<file path="config.mk">
export PLATFORM = sky130hd
export DESIGN_NAME = m_divider_flat
export DESIGN_NICKNAME = d
export VERILOG_FILES = /design/src/rtl/m_divider_if.sv /design/src/rtl/m_divider.sv /design/src/flat_wrapper.sv
export SDC_FILE = /design/constraint.sdc
export NUM_CORES = 1
export LEC_CHECK = 0
export ABC_AREA = 1
export BUFFER_PORTS_ARGS = -buffer_cell sky130_fd_sc_hd__buf_4
export CAP_MARGIN = 0
export CORE_ASPECT_RATIO = 1.25
export CORE_MARGIN = 5
export CORE_UTILIZATION = 45
export DETAILED_ROUTE_END_ITERATION = 10
export PLACE_DENSITY = 0.6
export SYNTH_ARGS = -nofsm -noshare
export SYNTH_HDL_FRONTEND = slang
export SYNTH_SLANG_ARGS = --single-unit
</file>
<file path="constraint.sdc">
create_clock -name clk -period 6.85 [get_ports clk]
set_input_delay 0.685 -clock clk [delete_from_list [all_inputs] [get_ports clk]]
set_output_delay 0.685 -clock clk [all_outputs]
set_load 0.02 [all_outputs]
</file>
<file path="src/rtl/m_divider_if.sv">
// Start/done handshake bundle between the execute stage and the iterative divider.
interface m_divider_if #(
  parameter int WIDTH = 32
);
  logic             start_i;
  logic [1:0]       op_i;
  logic [WIDTH-1:0] a_i;
  logic [WIDTH-1:0] b_i;
  logic             busy_o;
  logic             done_o;
  logic [WIDTH-1:0] result_o;

  modport master (
    output start_i, op_i, a_i, b_i,
    input  busy_o, done_o, result_o
  );

  modport slave (
    input  start_i, op_i, a_i, b_i,
    output busy_o, done_o, result_o
  );
endinterface

</file>
<file path="src/rtl/m_divider.sv">
// Radix-2 restoring divider for DIV/DIVU/REM/REMU, one quotient bit per cycle.
// Divide-by-zero and signed overflow resolve at accept without iterating.
module m_divider #(
  parameter int WIDTH = 32
) (
  input  logic        clk,
  input  logic        rst,
  m_divider_if.slave  bus
);

  typedef enum logic [1:0] {IDLE, CALC, DONE} state_e;

  localparam int CW = $clog2(WIDTH + 1);
  localparam logic [WIDTH-1:0] MIN_NEG = {1'b1, {(WIDTH-1){1'b0}}};

  state_e           state_q, state_d;
  logic [1:0]       op_q, op_d;
  logic [WIDTH-1:0] dvd_q, dvd_d;     // dividend, becomes the quotient as bits shift in
  logic [WIDTH-1:0] dvs_q, dvs_d;
  logic [WIDTH-1:0] rem_q, rem_d;
  logic [WIDTH-1:0] spec_q, spec_d;
  logic [WIDTH-1:0] res_q, res_d;
  logic [CW-1:0]    cnt_q, cnt_d;
  logic             qneg_q, qneg_d;
  logic             rneg_q, rneg_d;
  logic             special_q, special_d;

  logic             signed_op, a_neg, b_neg, div_zero, ovf;
  logic [WIDTH-1:0] a_mag, b_mag, spec_val;
  logic [WIDTH:0]   shifted, diff;

  assign signed_op = ~bus.op_i[0];
  assign a_neg     = signed_op & bus.a_i[WIDTH-1];
  assign b_neg     = signed_op & bus.b_i[WIDTH-1];
  assign a_mag     = a_neg ? -bus.a_i : bus.a_i;
  assign b_mag     = b_neg ? -bus.b_i : bus.b_i;
  assign div_zero  = (bus.b_i == '0);
  assign ovf       = signed_op && (bus.a_i == MIN_NEG) && (bus.b_i == '1);
  assign spec_val  = div_zero ? (bus.op_i[1] ? bus.a_i : '1)
                              : (bus.op_i[1] ? '0 : bus.a_i);

  // The shifted partial remainder needs WIDTH+1 bits before the trial subtract.
  assign shifted = {rem_q, dvd_q[WIDTH-1]};
  assign diff    = shifted - {1'b0, dvs_q};

  // NOTE: every register, including datapath, clears on reset so nothing
  // from an aborted operation leaks into the next one.
  always_ff @(posedge clk or posedge rst) begin
    if (rst) begin
      state_q <= IDLE;
    end else begin
      // NOTE: sequential state always uses non-blocking assignment.
      state_q <= state_d;
    end
  end

  always_comb begin
    // NOTE: default assignment first keeps this comb block latch-free.
    state_d = state_q;
    unique case (state_q)
      IDLE:    if (bus.start_i) state_d = CALC;
      CALC:    if (cnt_q == '0) state_d = DONE;
      DONE:    state_d = IDLE;
      default: state_d = IDLE;
    endcase
  end

  always_comb begin
    bus.busy_o   = (state_q != IDLE);
    bus.done_o   = (state_q == DONE);
    bus.result_o = res_q;
  end

  always_comb begin
    op_d      = op_q;
    dvd_d     = dvd_q;
    dvs_d     = dvs_q;
    rem_d     = rem_q;
    spec_d    = spec_q;
    res_d     = res_q;
    cnt_d     = cnt_q;
    qneg_d    = qneg_q;
    rneg_d    = rneg_q;
    special_d = special_q;
    if (state_q == IDLE && bus.start_i) begin
      op_d      = bus.op_i;
      dvd_d     = a_mag;
      dvs_d     = b_mag;
      rem_d     = '0;
      qneg_d    = a_neg ^ b_neg;
      rneg_d    = a_neg;
      special_d = div_zero | ovf;
      spec_d    = spec_val;
      cnt_d     = (div_zero | ovf) ? '0 : CW'(WIDTH);
    end else if (state_q == CALC) begin
      if (cnt_q != '0) begin
        if (!diff[WIDTH]) begin
          rem_d = diff[WIDTH-1:0];
          dvd_d = {dvd_q[WIDTH-2:0], 1'b1};
        end else begin
          rem_d = shifted[WIDTH-1:0];
          dvd_d = {dvd_q[WIDTH-2:0], 1'b0};
        end
        cnt_d = cnt_q - CW'(1);
      end else if (special_q) begin
        res_d = spec_q;
      end else if (op_q[1]) begin
        res_d = rneg_q ? -rem_q : rem_q;
      end else begin
        res_d = qneg_q ? -dvd_q : dvd_q;
      end
    end
  end

  always_ff @(posedge clk or posedge rst) begin
    if (rst) begin
      op_q      <= '0;
      dvd_q     <= '0;
      dvs_q     <= '0;
      rem_q     <= '0;
      spec_q    <= '0;
      res_q     <= '0;
      cnt_q     <= '0;
      qneg_q    <= 1'b0;
      rneg_q    <= 1'b0;
      special_q <= 1'b0;
    end else begin
      op_q      <= op_d;
      dvd_q     <= dvd_d;
      dvs_q     <= dvs_d;
      rem_q     <= rem_d;
      spec_q    <= spec_d;
      res_q     <= res_d;
      cnt_q     <= cnt_d;
      qneg_q    <= qneg_d;
      rneg_q    <= rneg_d;
      special_q <= special_d;
    end
  end

endmodule

</file>
<file path="src/flat_wrapper.sv">
// flat-port wrapper written by rule: the top's interface ports become plain ports
module m_divider_flat 
#(
  parameter int WIDTH = 32
)
  (clk, rst, bus_start_i, bus_op_i, bus_a_i, bus_b_i, bus_busy_o, bus_done_o, bus_result_o);
  m_divider_if #(.WIDTH(WIDTH)) bus_i ();
  input  logic clk;
  input  logic rst;
  input wire logic [$bits(bus_i.start_i)-1:0] bus_start_i;
  input wire logic [$bits(bus_i.op_i)-1:0] bus_op_i;
  input wire logic [$bits(bus_i.a_i)-1:0] bus_a_i;
  input wire logic [$bits(bus_i.b_i)-1:0] bus_b_i;
  output wire logic [$bits(bus_i.busy_o)-1:0] bus_busy_o;
  output wire logic [$bits(bus_i.done_o)-1:0] bus_done_o;
  output wire logic [$bits(bus_i.result_o)-1:0] bus_result_o;
  assign bus_i.start_i = bus_start_i;
  assign bus_i.op_i = bus_op_i;
  assign bus_i.a_i = bus_a_i;
  assign bus_i.b_i = bus_b_i;
  assign bus_busy_o = bus_i.busy_o;
  assign bus_done_o = bus_i.done_o;
  assign bus_result_o = bus_i.result_o;
  m_divider #(.WIDTH(WIDTH)) u_core (.clk(clk), .rst(rst), .bus(bus_i));
endmodule
</file>
==> impl_metrics.ini <==
[yosys]
ys_types = 51
synth_edf_count = 0
syn_area_um2 = 14500
synth_seq_cells = 172
synth-main-ff-cell = dfrtp_1
syn_area_per_cell_um2 = 6.25
synth_cells = 2325
synth_async_sr_flop_share_pct = 100
synth_fp_nets = 2433
yosys_warnings = 0
seq_area_frac_synth_pct = 29.6

[outcome]
outcome = complete, no violations

[layout]
regArea_um2 = 4300
n_antenna_cell = 0
stdcell_area_um2 = 16200
fillerInstances = 3354
layoutNonFillerInstCount = 2798
area_growth_pct = 11.2
nNetsFinal = 2481
multi_input_area_um2 = 8530
drive_gt1_share_pct = 9.09

[placed_design]
dpl.hpwl_mm = 38.9
placed_area_um2 = 15500
place_ws_ns = 3.88
port-buffer-count = 102
dpl.cell_count = 2766
gp_congestion = 0.975

[hold_path]
hold_path.class = input port to async pin

[worst_setup_path]
worstPathArrival_ns = 3.40
critPathRequiredTime_ns = 7.21
worstRegToRegCells = 11
crit_type = flip-flop to flip-flop
crit_path_start_kind = flip-flop
critPathMaxFanout = 41
crit_path_end_kind = flip-flop

[timing]
finalSetupViolCount = 0
worst_slack_ns = 3.81
fmax_ghz = 0.329
final_hold_viol_count = 0
rsz0062_at_grt = no
finalCritPeriodShare_pct = 44.4
maxSlewHeadroom_pct = 30.6
tns_ns = 0
drv_slew = 0
clock_skew_ns = 0.0219
worst_pin_slew_ns = 1.04
period_needed_ns = 3.04

[drt]
drc = 0
avgRoutedWirePerCell_um = 17.8
final_antenna_net_count = 0
drt_pass1_iterations = 5
viasPerCell = 5.41
num_vias = 15100
wl_mm = 49.7
drt_first_iter_violations = 1070

[power_and_ir_drop]
powerDensity_nw_per_um2 = 562
p_leak_nw = 8.28
vdd_drop_max_v = 0.000296
totalPowerFinal_mw = 9.08

[clocking]
cts.sinks = 172
insertion_delay_ns = 0.45
cts-hold-fix-buffers = 0
cts_tree = built
postCtsSetupBuffers = 0
post_cts_resized = 0
cts_buffer_depth = 2
clk_pin_slew_ns = 0.09
cts_buffers = 17
h-tree-depth = 4
clock-root-buffer = clkbuf_16

[floorplanning]
die_area_um2 = 36000
die_w_um = 171
coreArea_um2 = 31900
start_util_pct = 45.6
fp.dieH_um = 211
rows = 73
ios = 103

[global_route]
grt_pass1_vias = 14700
grt_use_total_pct = 27.8
grt-ovfl-total = 0
grt_max_degree = 91
grt_pass1_wl_mm = 79.7
antenna_found_initial = 0

[job]
max_cap_viol_count = 0
metrics by stage:
stage / hold WS [ns] / util, %
final: 0.237 / 50.7
after global routing: 0.255 / 50.7
after CTS: 0.238 / 50.7
after detailed placement: 0.473 / 48.6
after global placement: 0.467 / 48.6
after floorplan: 0.449 / -
where the power goes:
group	internal [mW]	switching, mW	total, mW
logic	1.96	4.06	6.02
clock network	0.568	0.494	1.06
registers	1.54	0.453	1.99
total	4.07	5.01	9.08
cell type report:
| type | instances | area share (%) |
|---|---|---|
| Multi-Input combinational cell | 1724 | 52.8 |
| Sequential cell | 172 | 26.7 |
| Inverter | 345 | 8.05 |
| Timing Repair Buffer | 113 | 5.25 |
| Tap cell | 412 | 3.19 |
| Clock buffer | 17 | 2.63 |
| Clock inverter | 15 | 1.39 |
registers in the layout (all words and copies together) (netlist names):
| register | count |
|---|---|
| u_core.dvd_q | 32 |
| u_core.op_q | 1 |
| u_core.qneg_q | 1 |
| u_core.cnt_q | 6 |
| u_core.dvs_q | 32 |
| u_core.rem_q | 32 |
| u_core.rneg_q | 1 |
| u_core.spec_q | 32 |
| u_core.special_q | 1 |
| u_core.bus.result_o | 32 |
| u_core.state_q | 2 |
path summary, 6_finish.rpt:
| path | from | to | slack, ns |
|---|---|---|---|
| max reg2reg | u_core.cnt_q[0] | u_core.dvd_q[0] | 3.81 |
| min in group clk | u_core.bus.result_o[3] | u_core.bus.result_o[3] | 0.49 |
| min reg2reg | u_core.bus.result_o[3] | u_core.bus.result_o[3] | 0.49 |
| min | rst | u_core.bus.result_o[19] | 0.24 |
| max in group asynchronous | rst | u_core.dvs_q[20] | 5.35 |
| max | u_core.cnt_q[0] | u_core.dvd_q[0] | 3.81 |
cell usage in the layout (no fill, tap or decap), types with 7 or more instances in the layout:
cell,synthesis,layout
nand2_1,645,644
nor2_2,5,7
xor2_1,18,18
o21bai_1,11,11
o211ai_1,7,7
dfrtp_1,172,172
ha_1,38,38
nor4_1,7,7
nand3b_1,15,15
inv_2,9,9
a21oi_1,127,127
nand3_1,285,285
buf_4,2,113
xnor2_1,9,9
nor3_1,21,21
nand2_2,23,24
a22o_1,8,8
nand3_2,12,12
nand4_1,48,48
o221ai_1,20,20
clkbuf_16,0,17
nor2_1,191,189
o21ai_0,179,179
inv_1,335,334
o22ai_1,14,14
cell families after synthesis:
| family | after synthesis | share of synthesized area [%] |
|---|---|---|
| AOI/OAI and AO/OA | 384 | 14.6 |
| xor gates and xnor gates | 27 | 1.63 |
| adders and majority gates | 39 | 3.41 |
| buffers and inverters | 429 | 11.7 |
| DFF | 172 | 29.6 |
| and+or+nand+nor | 1274 | 39.0 |
worst max-delay path, cell delays in order, from the launching register on:
cell and delay [ns]:
dfrtp_1 0.40, inv_1 0.08, ha_1 0.14, inv_1 0.05, nor3_2 0.16, nand3_2 0.14
nand2_2 0.50, inv_2 0.51, nor2_4 0.22, buf_4 0.45, a22oi_1 0.15, nand2_1 0.12
layer usage:
layer	GRT usage, %	vias to the layer above	share of wire [%]
met5	0	-	0
li1	-	7680	-
met3	2.85	65	3.8
met4	9.92	0	3.5
met2	48.2	387	49
met1	36.0	7009	43
synthesized netlist by cell type, types with 2 or more instances:
cell | count | area, µm²
nand2_1 | 645 | 2420
nand4_1 | 48 | 300
nor3_1 | 21 | 105
buf_6 | 3 | 33.8
nor3_4 | 2 | 32.5
a21o_1 | 2 | 15.0
o22ai_1 | 14 | 87.6
nand3_2 | 12 | 120
o21bai_1 | 11 | 82.6
dfrtp_1 | 172 | 4300
buf_1 | 9 | 33.8
a21oi_1 | 127 | 636
a22oi_1 | 2 | 15.0
buf_2 | 9 | 45.0
ha_1 | 38 | 475
nand3_1 | 285 | 1430
nor2_2 | 5 | 31.3
nand2_4 | 6 | 67.6
nand3b_1 | 15 | 113
and2_1 | 3 | 18.8
clkbuf_1 | 55 | 206
inv_2 | 9 | 33.8
nor2_4 | 5 | 56.3
nor3_2 | 2 | 20.0
xor2_1 | 18 | 158
a31oi_1 | 3 | 18.8
inv_1 | 335 | 1260
buf_12 | 2 | 40.0
o221ai_1 | 20 | 175
o21ai_1 | 6 | 30.0
nor4_1 | 7 | 43.8
a22o_1 | 8 | 70.1
and3_1 | 2 | 12.5
buf_4 | 2 | 15.0
o211ai_1 | 7 | 52.6
nor2_1 | 191 | 717
xnor2_1 | 9 | 78.8
clkbuf_2 | 2 | 10.0
o21ai_0 | 179 | 896
nand2_2 | 23 | 144
Power figures use the tool's default switching activity.
